===== src/rtl/acc_pkg.sv =====
// acc_pkg: shared arbiter state enum, owner encodings and default DMA wait bound
package acc_pkg;
  typedef enum logic {ARB, LOCKED} arb_state_t;
  localparam logic [1:0] OWN_NONE = 2'd0;
  localparam logic [1:0] OWN_CPU = 2'd1;
  localparam logic [1:0] OWN_DMA = 2'd2;
  localparam int DEF_MAX_WAIT = 4;
endpackage


===== src/rtl/dma_wait_counter.sv =====
// dma_wait_counter: saturating 4-bit denied-cycle counter; clk, rst_n (sync low), inc, clr in; at_max out
module dma_wait_counter
  import acc_pkg::*;
#(
  parameter int MAX_WAIT = DEF_MAX_WAIT
) (
  input  logic clk,
  input  logic rst_n,
  input  logic inc,
  input  logic clr,
  output logic at_max
);
  logic [3:0] cnt;
  assign at_max = cnt == 4'(MAX_WAIT);
  always_ff @(posedge clk)
    if (!rst_n || clr) cnt <= '0;
    else if (inc && !at_max) cnt <= cnt + 4'd1;
endmodule


===== src/rtl/mem_arbiter.sv =====
// mem_arbiter: CPU-priority memory arbiter with DMA starvation guard and CPU lock; cpu_*/dma_* request ports, mem_* memory drive, owner of this cycle's grant
module mem_arbiter
  import acc_pkg::*;
#(
  parameter int ADDR_WIDTH = 10,
  parameter int DATA_WIDTH = 16,
  parameter int MAX_WAIT = DEF_MAX_WAIT
) (
  input  logic                  clk,
  input  logic                  rst_n,
  input  logic                  cpu_req,
  input  logic                  cpu_we,
  input  logic                  cpu_lock,
  input  logic [15:0]           cpu_addr,
  input  logic [DATA_WIDTH-1:0] cpu_wdata,
  output logic                  cpu_gnt,
  output logic                  cpu_rvalid,
  output logic [DATA_WIDTH-1:0] cpu_rdata,
  input  logic                  dma_req,
  input  logic                  dma_we,
  input  logic [15:0]           dma_addr,
  input  logic [DATA_WIDTH-1:0] dma_wdata,
  output logic                  dma_gnt,
  output logic                  dma_rvalid,
  output logic [DATA_WIDTH-1:0] dma_rdata,
  output logic [ADDR_WIDTH-1:0] mem_addr,
  output logic [DATA_WIDTH-1:0] mem_data,
  output logic                  mem_we,
  input  logic [DATA_WIDTH-1:0] mem_q,
  output logic [1:0]            owner
);
  arb_state_t state;
  logic [1:0] pend;
  logic at_max;
  logic [ADDR_WIDTH-1:0] addr_q;
  logic [DATA_WIDTH-1:0] data_q, cpu_rdata_q, dma_rdata_q;
  logic unused_addr_hi;
  assign unused_addr_hi = ^{cpu_addr[15:ADDR_WIDTH], dma_addr[15:ADDR_WIDTH]};
  assign cpu_gnt = rst_n && cpu_req && (state == LOCKED || !(dma_req && at_max));
  assign dma_gnt = rst_n && state == ARB && dma_req && !cpu_gnt;
  assign owner = cpu_gnt ? OWN_CPU : dma_gnt ? OWN_DMA : OWN_NONE;
  assign mem_addr = cpu_gnt ? cpu_addr[ADDR_WIDTH-1:0] : dma_gnt ? dma_addr[ADDR_WIDTH-1:0] : addr_q;
  assign mem_data = cpu_gnt ? cpu_wdata : dma_gnt ? dma_wdata : data_q;
  assign mem_we = (cpu_gnt && cpu_we) || (dma_gnt && dma_we);
  assign cpu_rvalid = pend == OWN_CPU;
  assign dma_rvalid = pend == OWN_DMA;
  assign cpu_rdata = cpu_rvalid ? mem_q : cpu_rdata_q;
  assign dma_rdata = dma_rvalid ? mem_q : dma_rdata_q;
  dma_wait_counter #(.MAX_WAIT(MAX_WAIT)) u_wait (
    .clk(clk),
    .rst_n(rst_n),
    .inc(dma_req && !dma_gnt),
    .clr(!dma_req || dma_gnt),
    .at_max(at_max)
  );
  always_ff @(posedge clk)
    if (!rst_n) begin
      state <= ARB;
      pend <= OWN_NONE;
      addr_q <= '0;
      data_q <= '0;
      cpu_rdata_q <= '0;
      dma_rdata_q <= '0;
    end else begin
      state <= (state == LOCKED ? cpu_lock : cpu_gnt && cpu_lock) ? LOCKED : ARB;
      pend <= cpu_gnt && !cpu_we ? OWN_CPU : dma_gnt && !dma_we ? OWN_DMA : OWN_NONE;
      if (cpu_gnt || dma_gnt) begin
        addr_q <= mem_addr;
        data_q <= mem_data;
      end
      if (cpu_rvalid) cpu_rdata_q <= mem_q;
      if (dma_rvalid) dma_rdata_q <= mem_q;
    end
endmodule


===== config.mk =====
export PLATFORM = sky130hd
export DESIGN_NAME = mem_arbiter
export DESIGN_NICKNAME = d
export VERILOG_FILES = /design/src/rtl/acc_pkg.sv /design/src/rtl/dma_wait_counter.sv /design/src/rtl/mem_arbiter.sv
export SDC_FILE = /design/constraint.sdc
export NUM_CORES = 1
export LEC_CHECK = 0
export CAP_MARGIN = 20
export CORE_MARGIN = 2
export CORE_UTILIZATION = 38
export DETAILED_ROUTE_END_ITERATION = 10
export PLACE_DENSITY = 0.83
export SYNTH_ARGS = -nofsm -noshare
export SYNTH_HDL_FRONTEND = slang
export SYNTH_HIERARCHICAL = 1
export SYNTH_SLANG_ARGS = --single-unit

===== constraint.sdc =====
create_clock -name clk -period 2.11 [get_ports clk]
set_input_delay 0.3165 -clock clk [delete_from_list [all_inputs] [get_ports clk]]
set_output_delay 0.3165 -clock clk [all_outputs]
set_load 0.02 [all_outputs]

-- After elaboration in Yosys (flattened, before gate mapping)
Cells that the tools add are included.
- add/sub/neg operators: 1
- $mul: 0
- divide/modulo/power cells: 0
- $lt $le $gt $ge: 0
- eq/ne operators: 3
- shift-type cells: 0
- muxes and demuxes: 12
- bitwise gates (word level): 2
- reductions and logical operators: 27
- operator list (kind ; count):
    $mux 16 ; 4
    $mux 10 ; 2
    $logic_and 1x1->1 ; 13
    $logic_not 1->1 ; 8
    $mux 2 ; 3
    $logic_or 1x1->1 ; 5
    $add 4x1->4 const B ; 1
    $eq 4x3->1 const B ; 1
    $mux 1 ; 3
    $eq 2x1->1 const B ; 1
    $eq 2x2->1 const B ; 1
    $not 1->1 ; 2
    $reduce_or 2->1 ; 1
- register bits after elaboration: 65
- latch bits: 0
- RAM bits: 0
- ROM bits: 0
- bits of input ports: 87
- output and inout bits: 65
- word-level logic and storage cells: 53
- memories: 0

-- Logic depth before layout (Yosys ltp)
Gate-level depths: netlist of run 1.
- depth in word-level cells: 10
- depth in mapped cells: 11
- depth with buffers taken out: 10

-- By module
The synthesis of run 1 kept the hierarchy.
- by module, submodules not included (module ; instances ; cells an instance ; area an instance (um^2) ; seq. area each (um^2)):
    mem_arbiter ; 1 ; 345 ; 3281.9 ; 1221.2
    dma_wait_counter ; 1 ; 25 ; 211.5 ; 80.1

-- Least setup slack after synthesis of run 1
Ideal clock, no wire load.
- path kind: reg-to-output
- from: register u_wait.cnt[0]
- to: output port mem_addr[9]
- data arrival time: 1.818 ns
- required time: 1.794 ns
- setup slack: -0.024 ns
- cell stages (with the launch flop): 11
- path buffers: 2
- cells stage by stage: dfxtp_1 > inv_1 > ha_1 > nand3b_1 > inv_1 > nand2b_1 > buf_2 > nand3_4 > inv_4 > buf_6 > a221o_1
- cells in the longest elaborated chain, start to end: 9
- RTL lines (item ; line ; source):
    from (decl) ; dma_wait_counter.sv:13 ; logic [3:0] cnt;
    from (signal assigned) ; dma_wait_counter.sv:17 ; else if (inc && !at_max) cnt <= cnt + 4'd1;
    $eq 4x3->1 ; dma_wait_counter.sv:14 ; assign at_max = cnt == 4'(MAX_WAIT);
    net at_max ; mem_arbiter.sv:34 ; logic at_max;
    $logic_and 1x1->1 ; mem_arbiter.sv:39 ; assign cpu_gnt = rst_n && cpu_req && (state == LOCKED || !(dma_req && at_max));
    $logic_not 1->1 ; mem_arbiter.sv:39 ;
    $logic_or 1x1->1 ; mem_arbiter.sv:39 ;
    $logic_and 1x1->1 ; mem_arbiter.sv:39 ;
    $logic_not 1->1 ; mem_arbiter.sv:40 ; assign dma_gnt = rst_n && state == ARB && dma_req && !cpu_gnt;
    $logic_and 1x1->1 ; mem_arbiter.sv:40 ;
    net dma_gnt ; mem_arbiter.sv:23 ; output logic dma_gnt,
    $mux 10 (2 in series) ; mem_arbiter.sv:42 ; assign mem_addr = cpu_gnt ? cpu_addr[ADDR_WIDTH-1:0] : dma_gnt ? dma_addr[ADDR_WIDTH-1:0] : addr_q;
    to (decl) ; mem_arbiter.sv:26 ; output logic [ADDR_WIDTH-1:0] mem_addr,
The timed path passes the listed nets, and every way through them passes these cells.

-- Final worst setup path of run 1
- from: register u_wait.cnt[0]
- to: output port mem_data[2]
- cells in the longest elaborated chain, start to end: 9
- RTL lines (item ; line ; source):
    $eq 4x3->1 * ; dma_wait_counter.sv:14 ;
    net at_max ; mem_arbiter.sv:34 ;
    $logic_and 1x1->1 * ; mem_arbiter.sv:39 ;
    $logic_not 1->1 * ; mem_arbiter.sv:39 ;
    $logic_or 1x1->1 * ; mem_arbiter.sv:39 ;
    $logic_and 1x1->1 * ; mem_arbiter.sv:39 ;
    $logic_not 1->1 ; mem_arbiter.sv:40 ;
    $logic_and 1x1->1 ; mem_arbiter.sv:40 ;
    $mux 16 ; mem_arbiter.sv:43 ; assign mem_data = cpu_gnt ? cpu_wdata : dma_gnt ? dma_wdata : data_q;
    $mux 16 * ; mem_arbiter.sv:43 ;
    to (decl) ; mem_arbiter.sv:27 ; output logic [DATA_WIDTH-1:0] mem_data,
The timed path passes the listed nets; every way through them passes the cells marked *.

==> impl_metrics.tcl, run 1 <==
set metrics [dict create \
    cts_sinks 65 \
    grt_max_degree 64 \
    cp_max_fo 8 \
    fin_crit_sh_pct 115 \
    ys_ff_latch 65 \
    cts_buffer_depth 2 \
    postRouteAntennaNets 0 \
    nFillCells 748 \
    seqCellArea_um2 1300 \
    status "finished with violations" \
    crit_slowest_cell "dfxtp_2" \
    htreeDepth 3 \
    cts_hold_buf 0 \
    routed_via_density 5.85 \
    ioPinCount 152 \
    die_x_um 99.9 \
    crit_family "buffers and inverters" \
    synth.area.top_cells "dfxtp_1, a221o_1, mux2_2" \
    n_antenna_cell 0 \
    finalWorstSetupSlack_ps -308 \
    post-route-min-period_ps 2420 \
    layoutNonFillerInstCount 625 \
    start_util_pct 39.7 \
    antenna_found_initial 0 \
    placed_cells 601 \
    rsz0062_at_grt "yes" \
    fp-row-count 34 \
    core_area_um2 8810 \
    grt.total_usage_pct 21.9 \
    peakVddDrop_uv 289 \
    setup_viol 29 \
    cts_tree "done" \
    critPathBufInv 5 \
    nets 601 \
    path_clk_slew_ps 80 \
    busiest_layer "met2" \
    dieArea_um2 9980 \
    wl_per_cell_um 18.4 \
    min_path_type "in -> reg" \
    postSynthAreaPerCell_um2 9.44 \
    violations "setup timing" \
    critPathKind "reg -> out" \
    ys_seq_area_share_pct 37.2 \
    p_int_mw 2.24 \
    grt_use_met1_pct 25.6 \
    crit_path_start_kind "flop" \
    cts_buffers 9 \
    critPathArrivalTime_ps 2100 \
    p_per_area_nw_per_um2 585 \
    hold_viol_final 0 \
    power.switching_mw 0.932 \
    cts-root-buf "clkbuf_8" \
    post_route_cells_drive_above_1_share_pct 26.7 \
    netlist_area_um2 3490 \
    cp_cell_sequence "inv_2 > ha_4 > nand3b_1 > inv_2 > nand3b_1 > buf_6 > clkbuf_16 > and3_4 > a221o_1 > buf_6" \
    required_ps 1790 \
    clkPwrFrac_pct 33.7 \
    syn_inst 370 \
    clock_latency_ps 350 \
    place.gp.congestion 0.764 \
    portBuffers 139 \
    worstSetupEndpointType "output port" \
    drc 0 \
    multiInputGateArea_um2 1980 \
    grt.met2_usage_pct 38.4 \
    hpwl_um 7430 \
    p_comb_share_pct 25.2 \
    finClkSkew_ps 7.15 \
    max-slew-margin-rel_pct 62.6 \
    fmax_mhz 413 \
    drtIter0Drc 188 \
    yosysWarnings 6 \
    tightest_slew_ps 561 \
    drv_cap 0 \
    vias 3659 \
    synth_largest_area_cell "dfxtp_1" \
    critPathMaxStageDelay_ps 330 \
    switching_share_pct 29.4 \
    power.total_mw 3.17 \
    grt_overflow_total 0 \
    grtUsageMet3_pct 5.36 \
    syn2layout_area_growth_pct 55.4 \
    wirelength_um 11500 \
    yosysTopAreaCellShare_pct 37.2 \
    grt_pass1_wl_um 17400 \
    syn-num-nets 459 \
    dr.pass1.iters 5 \
    finalMaxSlewViolations 0 \
    synth.distinct_cells 34 \
    grt_pass1_vias 3582 \
    p_leak_nw 2.35 \
    seqPwrFrac_pct 41.1 \
    die_y_um 99.9 \
]
==> synth_stat cells (all sizes together) <==
| cell | number |
|---|---|
| and3 | 26 |
| o21ai | 4 |
| or3 | 1 |
| buf | 28 |
| o31ai | 26 |
| mux2 | 32 |
| clkbuf | 17 |
| o211a | 1 |
| nor2 | 1 |
| dfxtp | 65 |
| a221o | 26 |
| a22o | 1 |
| a31oi | 27 |
| nand4 | 27 |
| or2 | 1 |
| nand2b | 2 |
| nand3b | 2 |
| ha | 2 |
| and2 | 36 |
| a21boi | 3 |
| nand2 | 2 |
| nor2b | 4 |
| inv | 7 |
| nand3 | 29 |
==> worst reg2reg max path: stages, from the launching register on <==
cell	delay, ps
dfxtp_2	340
inv_2	50
ha_4	150
nand3b_1	120
inv_2	70
nand2b_4	150
nand3_4	90
buf_4	140
and2_1	210
nand4_1	130
or3_1	320
a21boi_1	120
==> layout make-up <==
cell class	instances	area share, %
well taps	108	2.49
inverters	7	0.530
multi-input cells	253	36.4
repair buffers	176	33.0
flip-flops and latches	65	24.0
clock inverters	7	1.29
clock buffers	9	2.28
==> power groups by stage <==
stage | sequential (mW) | combinational (mW) | clock, mW
2_1_floorplan | 1.32 | 0.404 | 0
3_3_place_gp | 1.33 | 0.767 | 0
3_5_place_dp | 1.33 | 0.783 | 0
4_1_cts | 1.30 | 0.746 | 1.09
5_1_grt | 1.31 | 0.851 | 1.14
6_report | 1.30 | 0.800 | 1.07
==> routing by layer <==
| metal | wire, µm | vias to the layer above |
|---|---|---|
| met1 | 4740 | 1743 |
| met5 | 0 | - |
| met2 | 5650 | 201 |
| met3 | 929 | 15 |
| met4 | 168 | 0 |
| li1 | - | 1700 |
==> cell usage in the layout (no fill, tap or decap), types with 3 or more instances in the layout <==
cell,synthesis,routed
buf_6,10,28
clkdlybuf4s50_1,0,75
buf_12,0,7
inv_1,6,3
nand3_1,28,28
a31oi_1,27,27
clkbuf_8,0,9
dlygate4sd2_1,0,28
dfxtp_1,65,63
o21ai_0,3,3
buf_2,10,4
clkdlybuf4s15_1,0,3
nand4_1,27,27
buf_4,8,26
a221o_1,26,26
clkbuf_16,0,3
and3_1,26,11
inv_2,0,3
and2_1,34,33
o31ai_1,26,26
clkinv_2,0,3
mux2_2,22,22
mux2_1,10,10
and3_4,0,15
==> final timing paths <==
check                start            end  slack (ps)  depth (start not counted)
min reg2reg  u_wait/cnt[3]  u_wait/cnt[3]         470                          2
max          u_wait/cnt[0]    mem_data[2]        -310                         10
max reg2reg  u_wait/cnt[0]  u_wait/cnt[3]         150                         11
min                  rst_n        pend[1]         420                          4
==> registers in the layout, summed over array words and instances (netlist names) <==
register	count
cpu_rdata_q	16
data_q	16
dma_rdata_q	16
addr_q	10
u_wait/cnt	4
pend	2
state	1
==> kinds of logic (layout without fill, tap and decap cells) <==
family                   after synthesis  count (layout)  share of synthesized area (%)
multiplexers                          32              32                           10.3
buffers and inverters                 52             199                           9.03
adder cells (fa/ha/maj)                2               2                          0.716
AND/OR/NAND/NOR                      131             131                           23.0
AO/OA/AOI/OAI                         88              88                           19.7
flip-flops                            65              65                           37.2
==> per-stage QoR <==
stage	utilization [%]	hold WS (ps)	setup TNS [ps]	instance area [µm²]	setup WS (ps)
floorplan	-	388	-194	3490	-24.2
global route	61.7	420	-9980	5430	-369
CTS	58.3	399	-6560	5140	-247
finish	61.7	416	-7860	5430	-308
detailed placement	57.3	457	-16980	5050	-490
global placement	57.3	452	-14730	5050	-466
==> timing repair <==
action | in CTS | in global routing
pin swaps | 2 | 1
gates resized for setup | 183 | 66
buffers inserted | 3 | 3
gates cloned | 0 | 4
endpoints found under the setup margin | 63 | 35
No activity file was read; power rests on OpenSTA's default activity.
==> run 2: changes to the inputs <==
--- a/config.mk
+++ b/config.mk
@@ -7,9 +7,9 @@
 export LEC_CHECK = 0
 export CAP_MARGIN = 20
 export CORE_MARGIN = 2
-export CORE_UTILIZATION = 38
+export CORE_UTILIZATION = 43
 export DETAILED_ROUTE_END_ITERATION = 10
-export PLACE_DENSITY = 0.83
+export PLACE_DENSITY = 0.89
 export SYNTH_ARGS = -nofsm -noshare
 export SYNTH_HDL_FRONTEND = slang
 export SYNTH_HIERARCHICAL = 1
==> constraint.sdc (replaced) <==
create_clock -name clk -period 2.7 [get_ports clk]
set_input_delay 0.405 -clock clk [delete_from_list [all_inputs] [get_ports clk]]
set_output_delay 0.405 -clock clk [all_outputs]
set_load 0.02 [all_outputs]
==> run 2 against run 1 <==
Compared with the run above: largest cell class unchanged; critical path type unchanged; the flow now finishes without violations; clock-buffer cell count increased by 1; clock skew is 5.6 ps higher; critical path depth shrank 1; final area fell by 4.9%; die area down 11%; core utilization grew 4.5 points; first-iteration DRC count grew 14%; flip-flop and latch count unchanged; sequential power shrank 22%; global-route usage increased by 1.5 points; setup slack improved by 440 ps.
==> impl_metrics.tcl, run 2 (same netlist as run 1, synthesis figures left out) <==
set metrics [dict create \
    status "complete, no violations" \
    required_ps 2300 \
    grt.total_usage_pct 23.5 \
    clkPwrFrac_pct 38.8 \
    critPathMaxStageDelay_ps 590 \
    p_int_mw 1.90 \
    die_x_um 94.1 \
    critPathBufInv 5 \
    antenna_found_initial 0 \
    finalMaxSlewViolations 0 \
    routed_via_density 5.80 \
    wl_per_cell_um 17.3 \
    hold_viol_final 0 \
    nFillCells 643 \
    dieArea_um2 8860 \
    place.gp.congestion 0.787 \
    p_comb_share_pct 22.0 \
    cts_buffer_depth 2 \
    grt_pass1_vias 3462 \
    critPathArrivalTime_ps 2160 \
    syn2layout_area_growth_pct 47.9 \
    largest_registers "cpu_rdata_q (16), data_q (16), dma_rdata_q (16)" \
    cts_tree "done" \
    p_leak_nw 2.18 \
    grt_overflow_total 0 \
    grt_pass1_wl_um 16600 \
    rsz0062_at_grt "no" \
    cts_sinks 65 \
    switching_share_pct 26.8 \
    crit_family "buffers and inverters" \
    crit_slowest_cell "clkdlybuf4s50_1" \
    min_path_type "in -> reg" \
    dr.pass1.iters 6 \
    drv_cap 0 \
    vias 3521 \
    fin_hold_ws_ps 412 \
    post_route_cells_drive_above_1_share_pct 20.0 \
    crit_path_start_kind "flop" \
    fmax_mhz 390 \
    fin_crit_sh_pct 95.0 \
    cp_max_fo 4 \
    final_common_cell "clkdlybuf4s50_1" \
    layout_common_cells "clkdlybuf4s50_1, dfxtp_1, and2_1, nand3_1" \
    layoutNonFillerInstCount 607 \
    cp_cell_sequence "inv_1 > ha_1 > nand3b_1 > inv_2 > nand2b_4 > nand3_4 > buf_4 > inv_1 > clkdlybuf4s50_1" \
    power.switching_mw 0.695 \
    setup_viol 0 \
    grt_max_degree 83 \
    cts_hold_buf 0 \
    cpMostUsedCell "inv_1" \
    placed_cells 584 \
    htreeDepth 3 \
    tightest_slew_ps 704 \
    critPathKind "reg -> out" \
    ioPinCount 152 \
    p_per_area_nw_per_um2 503 \
    start_util_pct 44.7 \
    peakVddDrop_uv 237 \
    post-route-min-period_ps 2560 \
    cts_buffers 9 \
    design_area_um2 5160 \
    path_clk_slew_ps 80 \
    portBuffers 139 \
    fp-row-count 32 \
    power.total_mw 2.60 \
    postRouteAntennaNets 0 \
    clock_latency_ps 330 \
    worstSetupEndpointType "output port" \
    cts-root-buf "clkbuf_8" \
    nets 589 \
    die_y_um 94.1 \
    wirelength_um 10500 \
    placed_cell_area_um2 4940 \
    finClkSkew_ps 12.8 \
    core_area_um2 7810 \
    max-slew-margin-rel_pct 53.1 \
    drc 0 \
    hpwl_um 6900 \
    seqPwrFrac_pct 39.2 \
    n_antenna_cell 0 \
    drtIter0Drc 215 \
]
-- run 2: changes by cell type in the layout (fill, tap and decap cells not counted), sizes merged --
cell | previous run | this run
buf | 66 | 33
clkinv | 4 | 1
clkdlybuf4s15 | 3 | 0
bufbuf | 0 | 1
clkbuf | 13 | 29
clkdlybuf4s50 | 75 | 108
dlygate4sd2 | 28 | 2
dlymetal6s2s | 0 | 1
bufinv | 1 | 3
-- run 2: routing by layer --
metal	wire [µm]	vias to the layer above	GRT usage, %
li1	-	1677	-
met1	4180	1619	28.9
met2	5150	214	40.7
met3	1050	11	5.22
met4	94	0	7.00
met5	0	-	0
-- run 2: cell type report --
type	count	area, µm²	area share (%)
Sequential cell	65	1300	25.2
Multi-Input combinational cell	253	1890	36.5
Clock inverter	6	115	2.23
Inverter	7	28.8	0.557
Tap cell	102	128	2.47
Timing Repair Buffer	164	1580	30.5
Clock buffer	10	128	2.47
-- run 2: timing repair --
| action | in CTS | in global routing |
|---|---|---|
| gates resized for setup | 57 | 42 |
| setup buffers | 4 | 1 |
| endpoints found under the setup margin | 30 | 28 |
| cloned | 2 | 0 |
-- run 2: path summary, 6_finish.rpt --
path | start | end | slack (ps) | cells after the start
setup / recovery | u_wait/cnt[0] | owner[1] | 140 | 9
hold / removal | rst_n | addr_q[7] | 410 | 3
setup reg to reg | u_wait/cnt[0] | u_wait/cnt[3] | 640 | 11
hold reg to reg | u_wait/cnt[3] | u_wait/cnt[3] | 470 | 2
-- run 2: power groups by stage --
stage	combinational (mW)	clock (mW)	sequential, mW
2_1_floorplan	0.316	0	1.03
3_3_place_gp	0.593	0	1.04
3_5_place_dp	0.605	0	1.04
4_1_cts	0.588	1.03	1.02
5_1_grt	0.611	1.07	1.02
6_report	0.572	1.01	1.02
-- run 2: worst reg2reg max path: stages, from the launching register on --
cell and delay (ps):
dfxtp_2 360, inv_1 60, ha_1 200, nand3b_1 120, inv_2 70, nand2b_4 150
nand3_4 90, buf_4 130, and2_1 200, nand4_1 150, or3_1 320, a21boi_1 120
-- run 2: through the flow --
step	setup slack (ps)	TNS, ps	util (%)
2_1_floorplan	477	0	-
3_3_place_gp	-141	-3270	63.3
3_5_place_dp	-145	-3180	63.3
4_1_cts	0.969	0	67.7
5_1_grt	15.8	0	66.2
6_report	136	0	66.2
==> run 3: changes to the inputs <==
--- a/config.mk
+++ b/config.mk
@@ -8,7 +8,9 @@
 export CAP_MARGIN = 20
 export CORE_MARGIN = 2
 export CORE_UTILIZATION = 43
+export CTS_CLUSTER_SIZE = 8
 export DETAILED_ROUTE_END_ITERATION = 10
+export GPL_ROUTABILITY_DRIVEN = 0
 export PLACE_DENSITY = 0.89
 export SYNTH_ARGS = -nofsm -noshare
 export SYNTH_HDL_FRONTEND = slang
==> results of run 3 <==
The final DEF is identical to that of run 2; final timing and power are the same.
